==> src/rtl/mips32_ram_arbiter_if.sv <==
// Bundles the core instruction/data memory ports and the block RAM port of the arbiter.
// slave = arbiter view; master = core + RAM view.
interface mips32_ram_arbiter_if #(
  parameter int unsigned AWIDTH = 10
);
  logic              InstMem_Read;
  logic [29:0]       InstMem_Address;
  logic [31:0]       InstMem_In;
  logic              InstMem_Ready;
  logic              DataMem_Read;
  logic [3:0]        DataMem_Write;
  logic [29:0]       DataMem_Address;
  logic [31:0]       DataMem_Out;
  logic [31:0]       DataMem_In;
  logic              DataMem_Ready;
  logic [AWIDTH-1:0] ramReadAddr;
  logic              ramReadEnable;
  logic [31:0]       ramReadData;
  logic [AWIDTH-1:0] ramWriteAddr;
  logic [31:0]       ramWriteData;
  logic [3:0]        ramWriteLane;
  logic              ramWriteEnable;

  modport slave (
    input  InstMem_Read, InstMem_Address,
    input  DataMem_Read, DataMem_Write, DataMem_Address, DataMem_Out,
    input  ramReadData,
    output InstMem_In, InstMem_Ready, DataMem_In, DataMem_Ready,
    output ramReadAddr, ramReadEnable,
    output ramWriteAddr, ramWriteData, ramWriteLane, ramWriteEnable
  );

  modport master (
    output InstMem_Read, InstMem_Address,
    output DataMem_Read, DataMem_Write, DataMem_Address, DataMem_Out,
    output ramReadData,
    input  InstMem_In, InstMem_Ready, DataMem_In, DataMem_Ready,
    input  ramReadAddr, ramReadEnable,
    input  ramWriteAddr, ramWriteData, ramWriteLane, ramWriteEnable
  );
endinterface

==> src/rtl/mips32_ram_arbiter.sv <==
// Arbitrates MIPS32 instruction and data memory ports onto one block RAM with a
// registered read port; alternates grants under contention and pulses Ready per access.
module mips32_ram_arbiter #(
  parameter int unsigned AWIDTH = 10
) (
  input  logic                  clock,
  input  logic                  reset,
  mips32_ram_arbiter_if.slave   bus
);

  typedef enum logic [1:0] {
    IDLE    = 2'd0,
    RD_INST = 2'd1,
    RD_DATA = 2'd2,
    WR_DONE = 2'd3
  } state_t;

  state_t state, nextState;
  logic   lastData, nextLastData;
  logic   instReq, dataReq, isStore, grantData, grantInst;
  logic   unusedAddrBits;

  assign unusedAddrBits = ^{bus.InstMem_Address[29:AWIDTH], bus.DataMem_Address[29:AWIDTH]};

  always_comb begin
    instReq   = bus.InstMem_Read;
    isStore   = |bus.DataMem_Write;
    dataReq   = bus.DataMem_Read | isStore;
    grantData = dataReq && (!instReq || !lastData);
    grantInst = instReq && !grantData;
  end

  // RAM enables only ever fire in IDLE, so a held request is not re-issued
  // during its Ready cycle; everything is held off while reset is asserted.
  always_comb begin
    nextState          = state;
    nextLastData       = lastData;
    bus.ramReadAddr    = '0;
    bus.ramReadEnable  = 1'b0;
    bus.ramWriteAddr   = '0;
    bus.ramWriteData   = '0;
    bus.ramWriteLane   = '0;
    bus.ramWriteEnable = 1'b0;
    case (state)
      IDLE: begin
        if (!reset) begin
          if (grantData) begin
            nextLastData = 1'b1;
            if (isStore) begin
              bus.ramWriteEnable = 1'b1;
              bus.ramWriteLane   = bus.DataMem_Write;
              bus.ramWriteAddr   = bus.DataMem_Address[AWIDTH-1:0];
              bus.ramWriteData   = bus.DataMem_Out;
              nextState          = WR_DONE;
            end else begin
              bus.ramReadEnable  = 1'b1;
              bus.ramReadAddr    = bus.DataMem_Address[AWIDTH-1:0];
              nextState          = RD_DATA;
            end
          end else if (grantInst) begin
            nextLastData       = 1'b0;
            bus.ramReadEnable  = 1'b1;
            bus.ramReadAddr    = bus.InstMem_Address[AWIDTH-1:0];
            nextState          = RD_INST;
          end
        end
      end
      default: nextState = IDLE;
    endcase
  end

  always_comb begin
    bus.InstMem_Ready = (state == RD_INST);
    bus.DataMem_Ready = (state == RD_DATA) || (state == WR_DONE);
    bus.InstMem_In    = (state == RD_INST) ? bus.ramReadData : '0;
    bus.DataMem_In    = (state == RD_DATA) ? bus.ramReadData : '0;
  end

  always_ff @(posedge clock or posedge reset) begin
    if (reset) begin
      state    <= IDLE;
      lastData <= 1'b0;
    end else begin
      state    <= nextState;
      lastData <= nextLastData;
    end
  end

endmodule

==> src/flat_wrapper.sv <==
// flat-port wrapper written by rule: the top's interface ports become plain ports
module mips32_ram_arbiter_flat 
#(
  parameter int unsigned AWIDTH = 10
)
  (clock, reset, bus_InstMem_Read, bus_InstMem_Address, bus_DataMem_Read, bus_DataMem_Write, bus_DataMem_Address, bus_DataMem_Out, bus_ramReadData, bus_InstMem_In, bus_InstMem_Ready, bus_DataMem_In, bus_DataMem_Ready, bus_ramReadAddr, bus_ramReadEnable, bus_ramWriteAddr, bus_ramWriteData, bus_ramWriteLane, bus_ramWriteEnable);
  mips32_ram_arbiter_if #(.AWIDTH(AWIDTH)) bus_i ();
  input  logic clock;
  input  logic reset;
  input wire logic [$bits(bus_i.InstMem_Read)-1:0] bus_InstMem_Read;
  input wire logic [$bits(bus_i.InstMem_Address)-1:0] bus_InstMem_Address;
  input wire logic [$bits(bus_i.DataMem_Read)-1:0] bus_DataMem_Read;
  input wire logic [$bits(bus_i.DataMem_Write)-1:0] bus_DataMem_Write;
  input wire logic [$bits(bus_i.DataMem_Address)-1:0] bus_DataMem_Address;
  input wire logic [$bits(bus_i.DataMem_Out)-1:0] bus_DataMem_Out;
  input wire logic [$bits(bus_i.ramReadData)-1:0] bus_ramReadData;
  output wire logic [$bits(bus_i.InstMem_In)-1:0] bus_InstMem_In;
  output wire logic [$bits(bus_i.InstMem_Ready)-1:0] bus_InstMem_Ready;
  output wire logic [$bits(bus_i.DataMem_In)-1:0] bus_DataMem_In;
  output wire logic [$bits(bus_i.DataMem_Ready)-1:0] bus_DataMem_Ready;
  output wire logic [$bits(bus_i.ramReadAddr)-1:0] bus_ramReadAddr;
  output wire logic [$bits(bus_i.ramReadEnable)-1:0] bus_ramReadEnable;
  output wire logic [$bits(bus_i.ramWriteAddr)-1:0] bus_ramWriteAddr;
  output wire logic [$bits(bus_i.ramWriteData)-1:0] bus_ramWriteData;
  output wire logic [$bits(bus_i.ramWriteLane)-1:0] bus_ramWriteLane;
  output wire logic [$bits(bus_i.ramWriteEnable)-1:0] bus_ramWriteEnable;
  assign bus_i.InstMem_Read = bus_InstMem_Read;
  assign bus_i.InstMem_Address = bus_InstMem_Address;
  assign bus_i.DataMem_Read = bus_DataMem_Read;
  assign bus_i.DataMem_Write = bus_DataMem_Write;
  assign bus_i.DataMem_Address = bus_DataMem_Address;
  assign bus_i.DataMem_Out = bus_DataMem_Out;
  assign bus_i.ramReadData = bus_ramReadData;
  assign bus_InstMem_In = bus_i.InstMem_In;
  assign bus_InstMem_Ready = bus_i.InstMem_Ready;
  assign bus_DataMem_In = bus_i.DataMem_In;
  assign bus_DataMem_Ready = bus_i.DataMem_Ready;
  assign bus_ramReadAddr = bus_i.ramReadAddr;
  assign bus_ramReadEnable = bus_i.ramReadEnable;
  assign bus_ramWriteAddr = bus_i.ramWriteAddr;
  assign bus_ramWriteData = bus_i.ramWriteData;
  assign bus_ramWriteLane = bus_i.ramWriteLane;
  assign bus_ramWriteEnable = bus_i.ramWriteEnable;
  mips32_ram_arbiter #(.AWIDTH(AWIDTH)) u_core (.clock(clock), .reset(reset), .bus(bus_i));
endmodule
==> config.mk <==
export PLATFORM = sky130hd
export DESIGN_NAME = mips32_ram_arbiter_flat
export DESIGN_NICKNAME = d
export VERILOG_FILES = /design/src/rtl/mips32_ram_arbiter_if.sv /design/src/rtl/mips32_ram_arbiter.sv /design/src/flat_wrapper.sv
export SDC_FILE = /design/constraint.sdc
export NUM_CORES = 1
export LEC_CHECK = 0
export ABC_AREA = 1
export ABC_CLOCK_PERIOD_IN_PS = 3700
export CORE_AREA = 2 2 99 101
export CTS_CLUSTER_DIAMETER = 200
export DETAILED_ROUTE_END_ITERATION = 8
export DIE_AREA = 0 0 101 103
export GPL_ROUTABILITY_DRIVEN = 0
export PLACE_DENSITY = 0.71
export SLEW_MARGIN = 10
export SYNTH_ARGS = -nofsm -noshare
export SYNTH_HDL_FRONTEND = slang
export SYNTH_SLANG_ARGS = --single-unit
==> constraint.sdc <==
create_clock -name clock -period 3.7 [get_ports clock]
set_clock_uncertainty 0.05 [all_clocks]
set_input_delay 0.74 -clock clock [delete_from_list [all_inputs] [get_ports clock]]
set_output_delay 0.74 -clock clock [all_outputs]
set_load 0.005 [all_outputs]
-- After elaboration in Yosys (flattened, before gate mapping)
Index checks and enable logic that the tools add are counted.
- output and inout bits: 124
- flip-flop bits (word level): 3
- logic and storage cells: 56
- memories: 0
- ROM bits: 0
- input port bits: 132
- latch bits: 0
- RAM bits: 0
- shift operators: 0
- eq/ne operators: 5
- $lt $le $gt $ge: 0
- divide/modulo/power cells: 0
- muxes and demuxes: 35
- add/subtract/negate cells: 0
- $mul: 0
- bitwise gates (word level): 2
- reduce and logical (&&, ||, !) cells: 12
- operators by type and width (kind ; number):
    two-way mux 32 bit ; 6
    two-way mux 10 bit ; 9
    two-way mux 4 bit ; 4
    two-way mux 1 bit ; 12
    two-way mux 2 bit ; 4
    equality test 2 bit (second input constant) ; 2
    OR reduction 4 bit ; 1
    zero test 1 bit ; 3
    != test 3 x 1 -> 1 bit (second input constant) ; 1
    AND reduction 3 bit ; 1
    equality test 2 x 1 -> 1 bit (second input constant) ; 1
    logical AND 1 bit ; 2
    zero test 2 bit ; 1
    logical OR 1 bit ; 2
    != test 2 bit (second input constant) ; 1
    AND reduction 2 bit ; 1
    nonzero test 2 bit ; 1
    inverter 1 bit ; 1
    OR 1 bit ; 1

-- Logic depth before layout (Yosys ltp)
Gate-level depths: netlist (run 1).
- depth in word-level cells: 9
- depth in mapped cells: 8
- depth with buffers taken out: 7

-- Worst setup path after synthesis (run 1)
Ideal clock, no wire load.
- path type: input to output
- start: input bus_DataMem_Write[1]
- end: output bus_ramReadAddr[0]
- stages on the path: 8
- slack: 1.510 ns
- arrival time: 1.400 ns
- buffers on the path: 1
- data required time: 2.910 ns
- path through: nor2_1 nand3_1 nand2_1 inv_2 buf_6 nand2_1 nand2_1 nor2_1
- longest elaborated chain between the ends: 9
- elaborated cells between the ends (all ways): 10
- classes of those cells: mux: 5; bitwise: 1; reduce/logical: 4
- ends and longest elaborated chain (what ; line ; text):
    start, declared ; flat_wrapper.sv:13 ; input wire logic [$bits(bus_i.DataMem_Write)-1:0] bus_DataMem_Write;
    OR reduction 4 bit (*) ; mips32_ram_arbiter.sv:27 ; isStore = |bus.DataMem_Write;
    OR 1 bit ; mips32_ram_arbiter.sv:28 ; dataReq = bus.DataMem_Read | isStore;
    logical AND 1 bit ; mips32_ram_arbiter.sv:29 ; grantData = dataReq && (!instReq || !lastData);
    zero test 1 bit ; mips32_ram_arbiter.sv:30 ; grantInst = instReq && !grantData;
    logical AND 1 bit ; mips32_ram_arbiter.sv:30 ;
    two-way mux 10 bit ; mips32_ram_arbiter.sv:60 ; end else if (grantInst) begin
    two-way mux 10 bit (*) ; mips32_ram_arbiter.sv:47 ; if (grantData) begin
    two-way mux 10 bit (*) ; mips32_ram_arbiter.sv:46 ; if (!reset) begin
    two-way mux 10 bit (*) ; mips32_ram_arbiter.sv:44 ; case (state)
    end, declared ; flat_wrapper.sv:21 ; output wire logic [$bits(bus_i.ramReadAddr)-1:0] bus_ramReadAddr;
Mark *: on every way between the ends. The rest lies on a longest branch, timed or not.

-- Worst setup path in the final report (run 1)
- start: input bus_DataMem_Write[3]
- end: output bus_ramReadAddr[7]
The elaborated chain is that of the path after synthesis.

==> results of run 1 <==
kinds of logic (layout without fill, tap and decap cells):
| family | after synthesis | count (layout) | share of synthesized area (%) |
|---|---|---|---|
| DFF | 3 | 3 | 6.22 |
| and+or+nand+nor | 162 | 162 | 51.6 |
| buffers and inverters | 112 | 320 | 36.8 |
| AOI/OAI and AO/OA | 13 | 13 | 5.39 |
synthesized netlist by cell type (all sizes together):
cell / number / area, um^2
a21oi: 3 / 15.0
buf: 10 / 61.3
clkbuf: 5 / 18.8
dfrtp: 3 / 75.1
inv: 97 / 364
nand2: 34 / 128
nand3: 3 / 20.0
nand4: 1 / 6.26
nor2: 124 / 468
o21ai: 10 / 50.1
final timing paths:
| kind | startpoint | to | slack (ps) | depth (start not counted) |
|---|---|---|---|---|
| hold reg to reg | u_core.lastData$_DFFE_PP0P_ | u_core.lastData$_DFFE_PP0P_ | 440 | 2 |
| setup reg to reg | u_core.state[1]$_DFFE_PP0P_ | u_core.lastData$_DFFE_PP0P_ | 2460 | 6 |
| setup / recovery | bus_DataMem_Write[3] | bus_ramReadAddr[7] | 400 | 9 |
| hold / removal | u_core.lastData$_DFFE_PP0P_ | u_core.lastData$_DFFE_PP0P_ | 440 | 2 |
| min in group asynchronous | reset | u_core.lastData$_DFFE_PP0P_ | 660 | 2 |
| max in group asynchronous | reset | u_core.state[0]$_DFFE_PP0P_ | 2800 | 2 |
report_power, final:
part	switching, mW	internal, mW	leakage, nW
Sequential	0.00544	0.0411	0.0376
Combinational	0.251	0.361	1.69
Clock	0.0207	0.0734	0.0228
Total	0.278	0.475	1.75
metrics by stage:
step                      instance area, um^2  hold WS (ps)
after global placement                   3450           419
after CTS                                3500           441
after detailed placement                 3450           433
after floorplan                          1210           392
final                                    3500           441
after global routing                     3500           486
metal layers:
metal  vias up  global-route usage [%]  wire length [um]
li1       1192                       -                 -
met1       951                    11.7              2440
met2       130                    19.3              3150
met3         4                    3.12               824
met4         0                    4.26                74
met5         -                       0                 0
registers in the layout, summed over array words and instances (netlist names):
signal	cells
u_core.state	2
u_core.lastData	1
worst max-delay path: stages:
cell and delay (ps):
clkdlybuf4s50_1 510, nor2_2 50, nand3_1 100, nand2_1 110, buf_4 190, o21ai_0 90, nand2_1 70, nor2_1 110
clkdlybuf4s50_1 520
layout make-up:
class,instances,area [um^2]
Clock buffer,4,45.0
Fill cell,999,5960
Inverter,97,364
Multi-Input combinational cell,175,687
Sequential cell,3,75.1
Tap cell,114,143
Timing Repair Buffer,219,2180
==> reports/qor.yml, run 1 <==
status:
  status: "finished clean"
detailed_routing:
  wl_per_cell_um: 10.6
  drc: 0
  dr.pass1.iters: 4
  drt_iter0_markers: 57
  finalWirelength_mm: 6.49
  final_antenna_net_count: 0
  vias: 2277
  viasPerCell: 3.72
timing:
  setup_ws_ps: 402
  slew_viol_final: 0
  max_freq_ghz: 0.303
  final.setup.tns_ps: 0
  hold_violations: 0
  rsz0062_at_grt: "no"
  tightest_slew_ps: 972
  period_share_pct: 89.1
  relSlewSlack_pct: 35.2
  setup_viol: 0
  period_needed_ps: 3300
global_routing:
  overflow: 0
  grt_pass1_vias: 1990
  grt_usage_pct: 10.6
  grt_max_degree: 44
  grt_pass1_wl_mm: 8.99
  antenna_found_initial: 0
power_and_ir_drop:
  leakage_nw: 1.75
  power_mw: 0.753
  power_density_mw_per_mm2: 215
  vdd_drop_max_v: 0.0000968
synthesis:
  postSynthCellCount: 290
  yosys_warnings: 0
  synth_area_mm2: 0.00121
  seq_area_frac_synth_pct: 6.22
  avgSynthCellArea_um2: 4.16
  ys_seq_elements: 3
  yosysUniqueCellTypes: 15
  synth_nets: 422
clock_tree:
  clkTransAtPathRegs_ps: 30
  cts_root_buffer: "clkbuf_8"
  cts_tree: "built"
  worstSkewPairLatency_ps: 210
  postCtsHoldBufs: 0
  cts_buffer_depth: 2
  cts_resized: 0
  h-tree-depth: 1
  clock_sinks: 3
  cts_setup_buffers: 0
  cts_buffers: 3
floorplan:
  core-area_mm2: 0.00946
  dieArea_mm2: 0.0104
  rows: 36
  ios: 256
  die_h_um: 103
  fp.dieW_um: 101
  start_util_pct: 12.8
critical_path:
  crit_type: "in2out"
  crit_fanout: 10
  cp-start-kind: "primary input"
  critPathRequiredTime_ps: 2910
  worst_ep_arrival_time_ps: 2510
  endpoint_kind: "primary output"
cells_and_area:
  area_growth_pct: 190
  fin_cells: 612
  final_cell_mix: "215 x clkdlybuf4s50_1, 123 x nor2_1, 94 x inv_1"
  drive_gt1_share_pct: 2.41
  n_antenna_cell: 0
  final_core_util_pct: 37.0
  layout_commonest_cell: "clkdlybuf4s50_1"
  nets: 631
min_path:
  hp-class: "reg2reg"
flow_run:
  maxCapViolCount: 0
placed_design:
  pre_cts_ws_ps: 380
  numPortBuffers: 215
  dp_hpwl_mm: 5.59
  dp.cells: 608
Note: power is estimated with default switching activity, not from simulation.
==> run 2: changes to the inputs <==
GPL_ROUTABILITY_DRIVEN = unset   (was 0)
==> results of run 2 <==
Final layout, timing and power as in run 1 (identical DEF).
==> run 3: changes to the inputs <==
HOLD_SLACK_MARGIN = 0.15   (was unset)
==> results of run 3 <==
Final layout, timing and power as in run 1 (identical DEF).
